`src/rtl/deserializer_32_1bitin32bitout.sv`:
```
// -----------------------------------------------------------------------------
// deserializer_32_1bitin32bitout
//
// Purpose:
//   Collects single serial bits and steers each one into a 32-bit holding
//   word. An internal 5-bit index selects the target bit position. The
//   completed word is offered on a valid/ready interface. This is the
//   write-side counterpart of a 32:1 serializer mux.
//
// Parameters:
//   MSB_FIRST  0: first bit of a word lands at position 0, index counts up.
//              1: first bit of a word lands at position 31, index counts down.
//
// Ports:
//   clock       in   1   rising-edge clock
//   reset       in   1   asynchronous active-high reset
//   flush       in   1   synchronous abort of the partial or held word
//   bit_in      in   1   serial data bit
//   bit_valid   in   1   bit_in is valid this cycle
//   bit_ready   out  1   a bit can be accepted this cycle (combinational)
//   word_out    out  32  assembled word, meaningful while word_valid=1
//   word_valid  out  1   complete word held (registered)
//   word_ready  in   1   consumer takes the word this cycle
//   index       out  5   position the next accepted bit is written to
// -----------------------------------------------------------------------------
module deserializer_32_1bitin32bitout #(
   parameter bit MSB_FIRST = 1'b0
) (
   input  logic        clock,
   input  logic        reset,
   input  logic        flush,
   input  logic        bit_in,
   input  logic        bit_valid,
   output logic        bit_ready,
   output logic [31:0] word_out,
   output logic        word_valid,
   input  logic        word_ready,
   output logic [4:0]  index
);

   typedef enum logic {
      ST_COLLECT = 1'b0,
      ST_FULL    = 1'b1
   } state_t;

   localparam logic [4:0] FIRST_POS = MSB_FIRST ? 5'd31 : 5'd0;
   localparam logic [4:0] LAST_POS  = MSB_FIRST ? 5'd0  : 5'd31;

   state_t      r_state;
   logic [31:0] r_word;
   logic        r_word_valid;
   logic [4:0]  r_index;

   logic        w_bit_ready;
   logic        w_bit_take;
   logic        w_word_take;
   logic [4:0]  w_index_next;

   // A held word may be replaced in the same edge it is taken, so a waiting
   // consumer opens the bit path too; this is what allows gap-free words.
   // NOTE: continuous assigns give pure combinational logic with no path
   // through which a latch could be inferred.
   assign w_bit_ready  = (r_state == ST_COLLECT) || word_ready;
   assign w_bit_take   = bit_valid && w_bit_ready;
   assign w_word_take  = (r_state == ST_FULL) && word_ready;
   // 5-bit arithmetic wraps naturally, giving the modulo-32 step.
   assign w_index_next = MSB_FIRST ? (r_index - 5'd1) : (r_index + 5'd1);

   // NOTE: all state is updated with non-blocking assignments so every
   // register samples the pre-edge values of the others.
   always_ff @(posedge clock or posedge reset) begin
      if (reset) begin
         r_state      <= ST_COLLECT;
         r_word       <= 32'd0;
         r_word_valid <= 1'b0;
         r_index      <= FIRST_POS;
      end else if (flush) begin
         // Flush outranks both handshakes: nothing is accepted or transferred.
         r_state      <= ST_COLLECT;
         r_word       <= 32'd0;
         r_word_valid <= 1'b0;
         r_index      <= FIRST_POS;
      end else if (w_bit_take) begin
         // The first bit of a word also clears the remainder, so no stale
         // bits from the previous word survive. In FULL the index has
         // already wrapped to FIRST_POS, which covers the back-to-back case.
         if (r_index == FIRST_POS) begin
            r_word <= 32'(bit_in) << r_index;
         end else begin
            r_word[r_index] <= bit_in;
         end
         r_index <= w_index_next;
         if (r_index == LAST_POS) begin
            r_state      <= ST_FULL;
            r_word_valid <= 1'b1;
         end else begin
            r_state      <= ST_COLLECT;
            r_word_valid <= 1'b0;
         end
      end else if (w_word_take) begin
         // Word leaves without a new bit; the data stays as it was.
         r_state      <= ST_COLLECT;
         r_word_valid <= 1'b0;
      end
   end

   assign bit_ready  = w_bit_ready;
   assign word_out   = r_word;
   assign word_valid = r_word_valid;
   assign index      = r_index;

endmodule

```
`config.mk`:
```
export PLATFORM = sky130hd
export DESIGN_NAME = deserializer_32_1bitin32bitout
export DESIGN_NICKNAME = d
export VERILOG_FILES = /design/src/rtl/deserializer_32_1bitin32bitout.sv
export SDC_FILE = /design/constraint.sdc
export NUM_CORES = 1
export LEC_CHECK = 0
export ABC_AREA = 1
export BUFFER_PORTS_ARGS = -buffer_cell sky130_fd_sc_hd__buf_2
export CAP_MARGIN = 20
export CORE_MARGIN = 5
export CORE_UTILIZATION = 51
export CTS_BUF_LIST = sky130_fd_sc_hd__clkbuf_4
export DETAILED_ROUTE_END_ITERATION = 16
export PLACE_DENSITY_LB_ADDON = 0.05
export SYNTH_ARGS = -nofsm -noshare
export SYNTH_HDL_FRONTEND = slang
export SYNTH_SLANG_ARGS = --single-unit
```
`constraint.sdc`:
```
create_clock -name clock -period 1.44 [get_ports clock]
set_input_delay 0.144 -clock clock [delete_from_list [all_inputs] [get_ports clock]]
set_output_delay 0.144 -clock clock [all_outputs]
set_load 0.01 [all_outputs]
```
==> results of run 1 <==
-- cell usage in the layout, fill, tap and decap left out, types with 5 or more instances in the layout --
master / n
nand3_1: 64
nand2_1: 63
buf_2: 44
dfrtp_1: 34
o21ai_1: 26
buf_4: 20
o21ai_0: 18
nor2_1: 17
nor2_2: 13
inv_1: 7
nand4_1: 6
inv_2: 5
nor2_4: 5
nand3_2: 5
clkbuf_4: 5
-- routing by layer --
metal / vias to the layer above / GRT usage
li1: 1180 / -
met1: 1094 / 0.289
met2: 73 / 0.355
met3: 14 / 0.0562
met4: 0 / 0.0577
met5: - / 0
-- registers in the layout (all words and copies together), names as in the netlist --
name / cells
index: 5
word_out: 32
word_valid: 1
-- report_power, final --
group	internal (mW)	total (mW)	switching, mW
Combinational	0.172	0.479	0.308
Clock	0.174	0.545	0.371
Sequential	1.08	1.09	0.00975
-- per-stage QoR --
step	hold slack [ns]	cells	utilization	instance area (sq um)
after global routing	0.0647	428	0.686	2990
after floorplan	0.207	310	-	2290
after detailed placement	0.190	409	0.603	2630
final	0.0473	428	0.686	2990
after global placement	0.179	409	0.603	2630
after CTS	0.0313	422	0.638	2780
-- path summary, 6_finish.rpt --
check                       startpoint            to  depth (start not counted)
min in group asynchronous        reset  word_out[27]                          4
min reg2reg                word_out[0]   word_out[0]                          2
min                          bit_valid    word_valid                          3
max in group asynchronous        reset      index[4]                          4
max reg2reg                   index[1]  word_out[19]                          7
max                           index[1]  word_out[19]                          7
-- worst register-to-register path, cell delays in order (launching register included) --
cell     delay (ns)
dfrtp_2        0.46
buf_6          0.13
ha_2           0.17
inv_4          0.07
buf_8          0.14
nor2_1         0.08
o21ai_0        0.21
o21ai_1        0.08
-- what timing repair did --
action	in CTS	in global routing
pin swaps	2	8
endpoints found under the setup margin	32	33
gates resized for setup	13	51
hold endpoints to repair	39	0
cloned	1	3
hold buffers	2	0
setup buffers	2	3
-- final cells by class --
cell class	instances	area share
Tap cell	52	0.0218
Multi-Input combinational cell	239	0.443
Inverter	17	0.0264
Timing Repair Buffer	74	0.172
Clock buffer	5	0.0126
Clock inverter	3	0.00377
Sequential cell	38	0.320
-- cells by family after synthesis --
| group | synth area share |
|---|---|
| adder cells (fa/ha/maj) | 0.0275 |
| AO/OA/AOI/OAI | 0.0990 |
| buffers and inverters | 0.0803 |
| AND/OR/NAND/NOR | 0.375 |
| flip-flops | 0.418 |
==> summary.txt, run 1 <==
Run status
  – Status: completed

Route
  – DR WL met3: 452 microns
  – Vias per cell: 5.52
  – Post-Route M1 WL: 2910 microns
  – Drc violations: 0
  – Top layer in use: met4
  – Met2 WL: 3150 microns
  – DR pass1 iterations: 4
  – Drt total wl: 6610 microns
  – Drt initial violations: 188
  – WL per Instance: 15.4 microns
  – Antenna-violating nets left: 0
  – Via count: 2,361

Synth
  – Library cells used by synthesis: 23
  – Post-synth EDFFs: 0
  – Cell taking the most area after synthesis: dfrtp_1
  – Syn avg cell area: 7.34 sq um
  – Most common cell in the netlist: nand3_1
  – Top cell types by occurrence after synthesis: nand3_1 (69), nand2_1 (64), dfrtp_1 (38), nor2_1 (33), o21ai_0 (24)
  – Synth area leaders: dfrtp_1 (42%), nand3_1 (15%), nand2_1 (11%)
  – Post-Syn Nets: 321
  – Top_reg_cell synth: dfrtp_1
  – Synthesized area: 2270 sq um
  – Sequential element share of the synthesized area: 0.418
  – Yosys warns: 0
  – Yosys reg bits: 38
  – Share of the synthesized area in the top cell type: 0.418
  – Syn Inst Count: 310
  – Ys async rst share: 1.00

Clock network
  – H-Tree Depth: 2
  – CTS tree: built
  – CTS Sinks: 38
  – Clock latency on the worst-skew pair: 0.35 ns
  – Worst-path clk slew: 0.12 ns
  – Clock root cell: clkbuf_4
  – Clock tree buffer depth: 2
  – CTS Buf Count: 5

Floorplan
  – I/O pins: 45
  – Initial Utilization: 0.522
  – Die Span X: 76.8 microns
  – Die Area: 5900 sq um
  – FP Rows: 24
  – Die Y: 76.8 microns
  – Core area: 4350 sq um

Timing
  – Final worst path period share: 0.993
  – RSZ-0062 raised after global routing: yes
  – Final setup violation count: 0
  – Relative slew slack: 0.767
  – Worst slew pin tran: 0.350 ns
  – Final Hold Viols: 0
  – Setup Skew: 0.00940 ns
  – Fin. max-slew vios: 0
  – Max Freq: 699 MHz
  – Post-route setup slack: 0.00994 ns
  – Period minus WS final: 1.43 ns
  – Setup TNS: 0 ns

Power and ir drop
  – Power density over cell area: 707 nW/um^2
  – Overall power: 2.11 mW
  – Worst VDD drop: 0.000383 V
  – Leakage: 1.43 nW

Worst setup path
  – Req. time, crit path: 1.69 ns
  – FF-to-FF setup slack: 0.01 ns
  – Worst Path Arrival: 1.68 ns
  – Critical Path, Cell by Cell: buf_6 > ha_2 > inv_4 > buf_8 > nor2_1 > o21ai_0 > o21ai_1
  – CP top delay family: flip-flops
  – CP peak stage delay: 0.46 ns
  – Setup Crit Path Kind: reg -> reg
  – Worst path slowest cell: dfrtp_2
  – CP endpoint kind: flip-flop
  – WP buf/inv: 3
  – Crit start category: flip-flop
  – Worst-path fanout max: 7

Job
  – MaxCap Viol Count: 0

Min path
  – HP Class: in -> reg

Placed design
  – GPL Wtd Cong: 0.871
  – Pre-CTS WS: -0.117 ns
  – Final HPWL DP: 4200 microns
  – PortBufs: 44

Layout
  – Share of cells above drive strength 1: 0.346
  – Area Growth Syn to Fin: 31.3%
  – Fill cells: 376
  – # diodes: 0
  – Register area: 956 sq um
  – Multi-input gate area: 1320 sq um
  – Final nets: 386

Global routing
  – Vias in the first global route: 2,213
  – Initial antenna violation count: 0
  – All-Layer GR Usage: 0.219
  – First-pass GRT wire length: 10,700 microns
  – Largest net degree at the start of global routing: 40
  – Grt ovf: 0
No activity file was read; power rests on OpenSTA's default activity.
==> inputs of run 2 (changes only) <==
--- a/config.mk
+++ b/config.mk
@@ -9,8 +9,8 @@
 export BUFFER_PORTS_ARGS = -buffer_cell sky130_fd_sc_hd__buf_2
 export CAP_MARGIN = 20
 export CORE_MARGIN = 5
-export CORE_UTILIZATION = 51
-export CTS_BUF_LIST = sky130_fd_sc_hd__clkbuf_4
+export CORE_UTILIZATION = 50
+export CTS_BUF_LIST = sky130_fd_sc_hd__clkbuf_16
 export DETAILED_ROUTE_END_ITERATION = 16
 export PLACE_DENSITY_LB_ADDON = 0.05
 export SYNTH_ARGS = -nofsm -noshare
==> summary.txt, run 2 (synthesis gave the netlist of run 1 again) <==
Run status
  – Status: completed

Timing
  – Relative slew slack: 0.674
  – Final worst path period share: 0.969
  – Final Hold Viols: 0
  – Final setup violation count: 0
  – Max Freq: 717 MHz
  – Setup TNS: 0 ns
  – WHS: 0.0336 ns
  – RSZ-0062 raised after global routing: yes
  – Setup Skew: 0.00211 ns
  – Period minus WS final: 1.39 ns
  – Worst slew pin tran: 0.488 ns
  – Post-route setup slack: 0.0452 ns
  – Fin. max-slew vios: 0

Global routing
  – All-Layer GR Usage: 0.214
  – Largest net degree at the start of global routing: 41
  – First-pass GRT wire length: 10,700 microns
  – Vias in the first global route: 2,273
  – Initial antenna violation count: 0
  – Grt ovf: 0

Clock network
  – Clock tree buffer depth: 2
  – CTS Sinks: 38
  – CTS tree: built
  – Clock root cell: clkbuf_16
  – Worst-path clk slew: 0.06 ns
  – H-Tree Depth: 2
  – Clock latency on the worst-skew pair: 0.28 ns
  – CTS Buf Count: 5

Worst setup path
  – Worst-path fanout max: 7
  – Req. time, crit path: 1.60 ns
  – Setup Crit Path Kind: reg -> reg
  – R2R Path Start: index[1]
  – Critical Path Start: index[1]
  – Worst Path Arrival: 1.56 ns
  – Crit start category: flip-flop
  – CP endpoint kind: flip-flop

Layout
  – # diodes: 0
  – Share of cells above drive strength 1: 0.287
  – Max reg flops: 32
  – Commonest non-fill, non-tap cell in the layout: nand3_1
  – Finished Core Util: 0.659
  – Fin cells: 418
  – Final nets: 376
  – Commonest cells after routing, fill and taps aside: nand3_1 (67), nand2_1 (64), buf_2 (44), dfrtp_1 (36), o21ai_1 (24)
  – Area Growth Syn to Fin: 27.0%

Placed design
  – Placed cells: 406
  – PortBufs: 44
  – Final HPWL DP: 4080 microns
  – Pre-CTS WS: -0.154 ns
  – GPL Wtd Cong: 0.805

Power and ir drop
  – Leakage: 1.40 nW
  – Switching power: 0.711 mW
  – Logic pwr share: 0.158
  – Power density over cell area: 885 nW/um^2
  – Power share of the clock group: 0.415
  – Sw Ratio: 0.278
  – Power share of the sequential group: 0.427
  – Internal: 1.84 mW
  – Worst VDD drop: 0.000384 V

Route
  – Antenna-violating nets left: 0
  – Drc violations: 0
  – DR pass1 iterations: 4
  – WL per Instance: 14.5 microns
  – Vias per cell: 5.43
  – Drt total wl: 6050 microns
  – Drt initial violations: 149
  – Via count: 2,268

Floorplan
  – Die Span X: 77.5 microns
  – Core area: 4380 sq um
  – Die Area: 6000 sq um
  – Die Y: 77.5 microns
  – I/O pins: 45
  – FP Rows: 24
  – Initial Utilization: 0.519

Job
  – MaxCap Viol Count: 0

Min path
  – Min-Delay Startpoint: flush
  – HP Class: in -> reg
-- run 2: cell count changes in the layout (fill, tap and decap cells not counted), moves of 3 or more --
cell | previous run | this run
buf_4 | 20 | 16
nor2_1 | 17 | 21
ha_1 | 1 | 4
nand3_1 | 64 | 67
nand3_2 | 5 | 2
ha_2 | 3 | 0
inv_1 | 7 | 10
clkbuf_4 | 5 | 0
clkbuf_16 | 1 | 5
-- run 2: worst max-delay path, cell delays in order (launching register included) --
cell and delay, ns:
dfrtp_2 0.44, inv_4 0.09, ha_1 0.16, inv_1 0.06
buf_6 0.15, nor2_2 0.15, nand2_1 0.07, nand3_1 0.08
o21ai_1 0.07
-- run 2: path summary, 6_finish.rpt --
check | to | slack, ns | cells after the start
max | word_out[25] | 0.05 | 8
min in group asynchronous | word_out[26] | 0.52 | 4
max reg2reg | word_out[25] | 0.05 | 8
min | word_valid | 0.03 | 2
max in group asynchronous | index[1] | 0.55 | 4
min reg2reg | word_out[0] | 0.49 | 2
-- run 2: final cells by class --
type / count / area (sq um)
multi-input cells: 237 / 1240
clock inverters: 3 / 16.3
fillers: 392 / 1500
clock buffers: 5 / 125
well taps: 52 / 65.1
inverters: 17 / 71.3
flip-flops and latches: 38 / 953
repair buffers: 66 / 419
-- run 2: timing repair --
action	CTS	global route
setup buffers	2	0
resized for setup	6	28
hold buffers	1	0
cloned	1	0
hold endpoints to repair	17	0
endpoints found under the setup margin	32	33
pin swaps	2	1
-- run 2: power by group through the flow --
stage	clock [mW]	sequential (mW)	combinational, mW
after floorplan	0	1.12	0.238
after global placement	0	1.11	0.346
after detailed placement	0	1.11	0.347
after CTS	1.07	1.09	0.384
after global routing	1.13	1.09	0.448
final	1.06	1.09	0.403
-- run 2: metrics by stage --
stage,cell area [sq um],power [mW]
floorplan,2290,1.35
global placement,2600,1.45
detailed placement,2600,1.45
CTS,2810,2.54
global route,2890,2.67
finish,2890,2.55
-- run 2: per-layer routing --
metal  global-route usage  part of all wire  vias up
li1                     -                 -     1150
met1                0.283              0.45     1059
met2                0.356              0.49       51
met3               0.0347             0.045        8
met4               0.0704             0.013        0
met5                    0                 0        -
==> inputs of run 3 (changes only) <==
--- a/config.mk
+++ b/config.mk
@@ -5,11 +5,10 @@
 export SDC_FILE = /design/constraint.sdc
 export NUM_CORES = 1
 export LEC_CHECK = 0
-export ABC_AREA = 1
 export BUFFER_PORTS_ARGS = -buffer_cell sky130_fd_sc_hd__buf_2
 export CAP_MARGIN = 20
 export CORE_MARGIN = 5
-export CORE_UTILIZATION = 50
+export CORE_UTILIZATION = 49
 export CTS_BUF_LIST = sky130_fd_sc_hd__clkbuf_16
 export DETAILED_ROUTE_END_ITERATION = 16
 export PLACE_DENSITY_LB_ADDON = 0.05
==> constraint.sdc (replaced) <==
create_clock -name clock -period 1.44 [get_ports clock]
set_input_delay 0.072 -clock clock [delete_from_list [all_inputs] [get_ports clock]]
set_output_delay 0.072 -clock clock [all_outputs]
set_load 0.01 [all_outputs]
==> summary.txt, run 3 <==
Timing
  – Setup TNS: -5.12 ns
  – Worst slew pin tran: 0.487 ns
  – Period minus WS final: 1.69 ns
  – RSZ-0062 raised after global routing: yes
  – Setup Skew: 0.00225 ns
  – Fin. max-slew vios: 0
  – Final Hold Viols: 0
  – Relative slew slack: 0.675
  – Final setup violation count: 31
  – Final worst path period share: 1.18
  – Max Freq: 590 MHz
  – Post-route setup slack: -0.254 ns

Floorplan
  – Die Span X: 77.2 microns
  – I/O pins: 45
  – Initial Utilization: 0.508
  – FP Rows: 24
  – Die Area: 5960 sq um
  – Die Y: 77.2 microns
  – Core area: 4350 sq um

Synth
  – Top cell types by occurrence after synthesis: dfrtp_1 (38), nand2_1 (31), o21ai_0 (21), a21oi_1 (14), clkbuf_1 (14)
  – Synth area leaders: dfrtp_1 (43%), nand2_1 (5.3%), o21ai_0 (4.7%)
  – Yosys reg bits: 38
  – Ys async rst share: 1.00
  – Synthesized area: 2210 sq um
  – Post-synth EDFFs: 0
  – Area share of and/or/nand/nor cells after synthesis: 0.219
  – Syn Inst Count: 250
  – Adder and majority cell fraction of the synthesized area: 0.0283
  – Cell taking the most area after synthesis: dfrtp_1
  – Top_reg_cell synth: dfrtp_1
  – Synth Area in Compound Gates: 0.234
  – Largest family of logic cells by synthesized area: compound AO/OA/AOI/OAI gates
  – Multiplexer share of the synthesized area: 0.00452
  – Syn avg cell area: 8.85 sq um
  – Synth Area in XOR/XNOR: 0.0119
  – Sequential element share of the synthesized area: 0.430
  – Share of the synthesized area in the top cell type: 0.430
  – Most common cell in the netlist: dfrtp_1
  – Yosys warns: 0
  – Library cells used by synthesis: 38
  – Post-Syn Nets: 261

Worst setup path
  – RR Endpoint: word_out[10]
  – R2R Path Start: index[1]
  – CP endpoint kind: flip-flop
  – Critical Path Start: index[1]
  – Worst path slowest cell: or4b_4
  – Worst Path Arrival: 1.86 ns
  – Req. time, crit path: 1.61 ns
  – Setup Crit Path Kind: reg -> reg
  – FF-to-FF setup slack: -0.25 ns
  – Worst-path fanout max: 6
  – CP peak stage delay: 0.53 ns
  – Critical Path End: word_out[10]
  – Critical Path, Cell by Cell: inv_2 > ha_4 > or4b_4 > and3_4 > a32o_1
  – Crit start category: flip-flop
  – R2R depth: 5

Layout
  – Area Growth Syn to Fin: 42.9%
  – Final nets: 342
  – Commonest cells after routing, fill and taps aside: buf_4 (44), buf_2 (44), dfrtp_1 (35), nand2_1 (30), o21ai_1 (15)
  – Fin cells: 384
  – # diodes: 0
  – Max reg flops: 32
  – Share of cells above drive strength 1: 0.440
  – Fill cells: 349

Placed design
  – GPL Wtd Cong: 0.889
  – Final HPWL DP: 4570 microns
  – Placed cells: 369
  – PortBufs: 44

Clock network
  – Clock tree buffer depth: 2
  – CTS tree: built
  – Worst-path clk slew: 0.06 ns
  – CTS Sinks: 38
  – Clock root cell: clkbuf_16
  – H-Tree Depth: 2
  – Clock latency on the worst-skew pair: 0.28 ns
  – CTS Buf Count: 5

Route
  – Via count: 2,186
  – Drc violations: 0
  – Antenna-violating nets left: 0
  – Drt total wl: 6720 microns
  – Vias per cell: 5.69
  – WL per Instance: 17.5 microns
  – Drt initial violations: 146
  – DR pass1 iterations: 4

Min path
  – HP Class: in -> reg

Run status
  – Status: finished with violations
  – Failing checks: setup timing

Power and ir drop
  – Leakage: 1.49 nW
  – Worst VDD drop: 0.000620 V
  – Power density over cell area: 846 nW/um^2

Global routing
  – First-pass GRT wire length: 11,200 microns
  – Largest net degree at the start of global routing: 39
  – Initial antenna violation count: 0
  – Grt ovf: 0
  – All-Layer GR Usage: 0.232
  – Vias in the first global route: 2,227

Job
  – MaxCap Viol Count: 0
==> run 3: cell count changes in the layout (fill, tap and decap cells not counted), moves of 7 or more <==
cell	delta
nor2_1	-11
o21ai_1	-9
buf_4	+28
o211ai_1	+9
a21oi_1	+7
o21ai_0	-17
a32o_1	+8
nand2_1	-34
a31oi_1	+7
nand3_1	-59
nor2_2	-10
==> run 3: what timing repair did <==
item,CTS,global route
setup endpoints to repair,33,33
pin swaps,9,11
hold buffers,1,0
buffers inserted,0,6
gates resized for setup,30,32
hold endpoints to repair,38,0
cloned,1,1
==> run 3: power breakdown <==
part,internal [mW],switching (mW)
Combinational,0.249,0.299
Clock,0.626,0.418
Sequential,1.08,0.00600
Total,1.95,0.722
==> run 3: area by class of cell <==
type                            instances  area [sq um]  area share
Timing Repair Buffer                   97           658       0.208
Clock inverter                          3          12.5     0.00396
Inverter                                9          33.8      0.0107
Tap cell                               52          65.1      0.0206
Sequential cell                        38           955       0.302
Multi-Input combinational cell        180          1310       0.415
Clock buffer                            5           125      0.0396
==> run 3: critical path: cells and delay by family, from the launching register on <==
kind / cells / cell delay [ns]
buf+inv: 1 / 0.08
flops: 1 / 0.40
simple gates: 2 / 0.74
fa+ha+maj: 1 / 0.16
compound gates: 1 / 0.21
==> run 3: logic make-up (layout without fill, tap and decap cells) <==
family	count (synthesis)	in the layout
DFF	38	38
adders and majority gates	5	5
buffers and inverters	33	114
AOI/OAI and AO/OA	77	77
muxes	1	1
xor gates and xnor gates	3	3
and+or+nand+nor	93	94
==> run 3: layer usage <==
metal	vias up	global-route usage	part of all wire
met2	56	0.375	0.49
met5	-	0	0
met3	15	0.0515	0.048
li1	1067	-	-
met1	1048	0.302	0.43
met4	0	0.0859	0.023
==> run 3: how the worst min path moves through the flow <==
stage,start,to,slack [ns],cells after the start
floorplan,bit_in,word_out[27],0.21,2
global placement,reset,word_out[20],0.21,3
detailed placement,reset,word_out[20],0.21,3
CTS,bit_in,word_out[27],0.09,3
global route,bit_in,word_out[16],0.11,3
finish,bit_in,word_out[27],0.08,3
==> run 3: per-stage QoR <==
stage / setup WS (ns) / utilization / total power [mW] / cell area (sq um) / hold WS (ns)
after floorplan: -0.404 / - / 1.38 / 2260 / 0.214
after global placement: -0.231 / 0.634 / 1.52 / 2760 / 0.209
after detailed placement: -0.253 / 0.634 / 1.52 / 2760 / 0.209
after CTS: -0.224 / 0.695 / 2.61 / 3030 / 0.0856
after global routing: -0.309 / 0.726 / 2.80 / 3160 / 0.107
final: -0.254 / 0.726 / 2.68 / 3160 / 0.0845
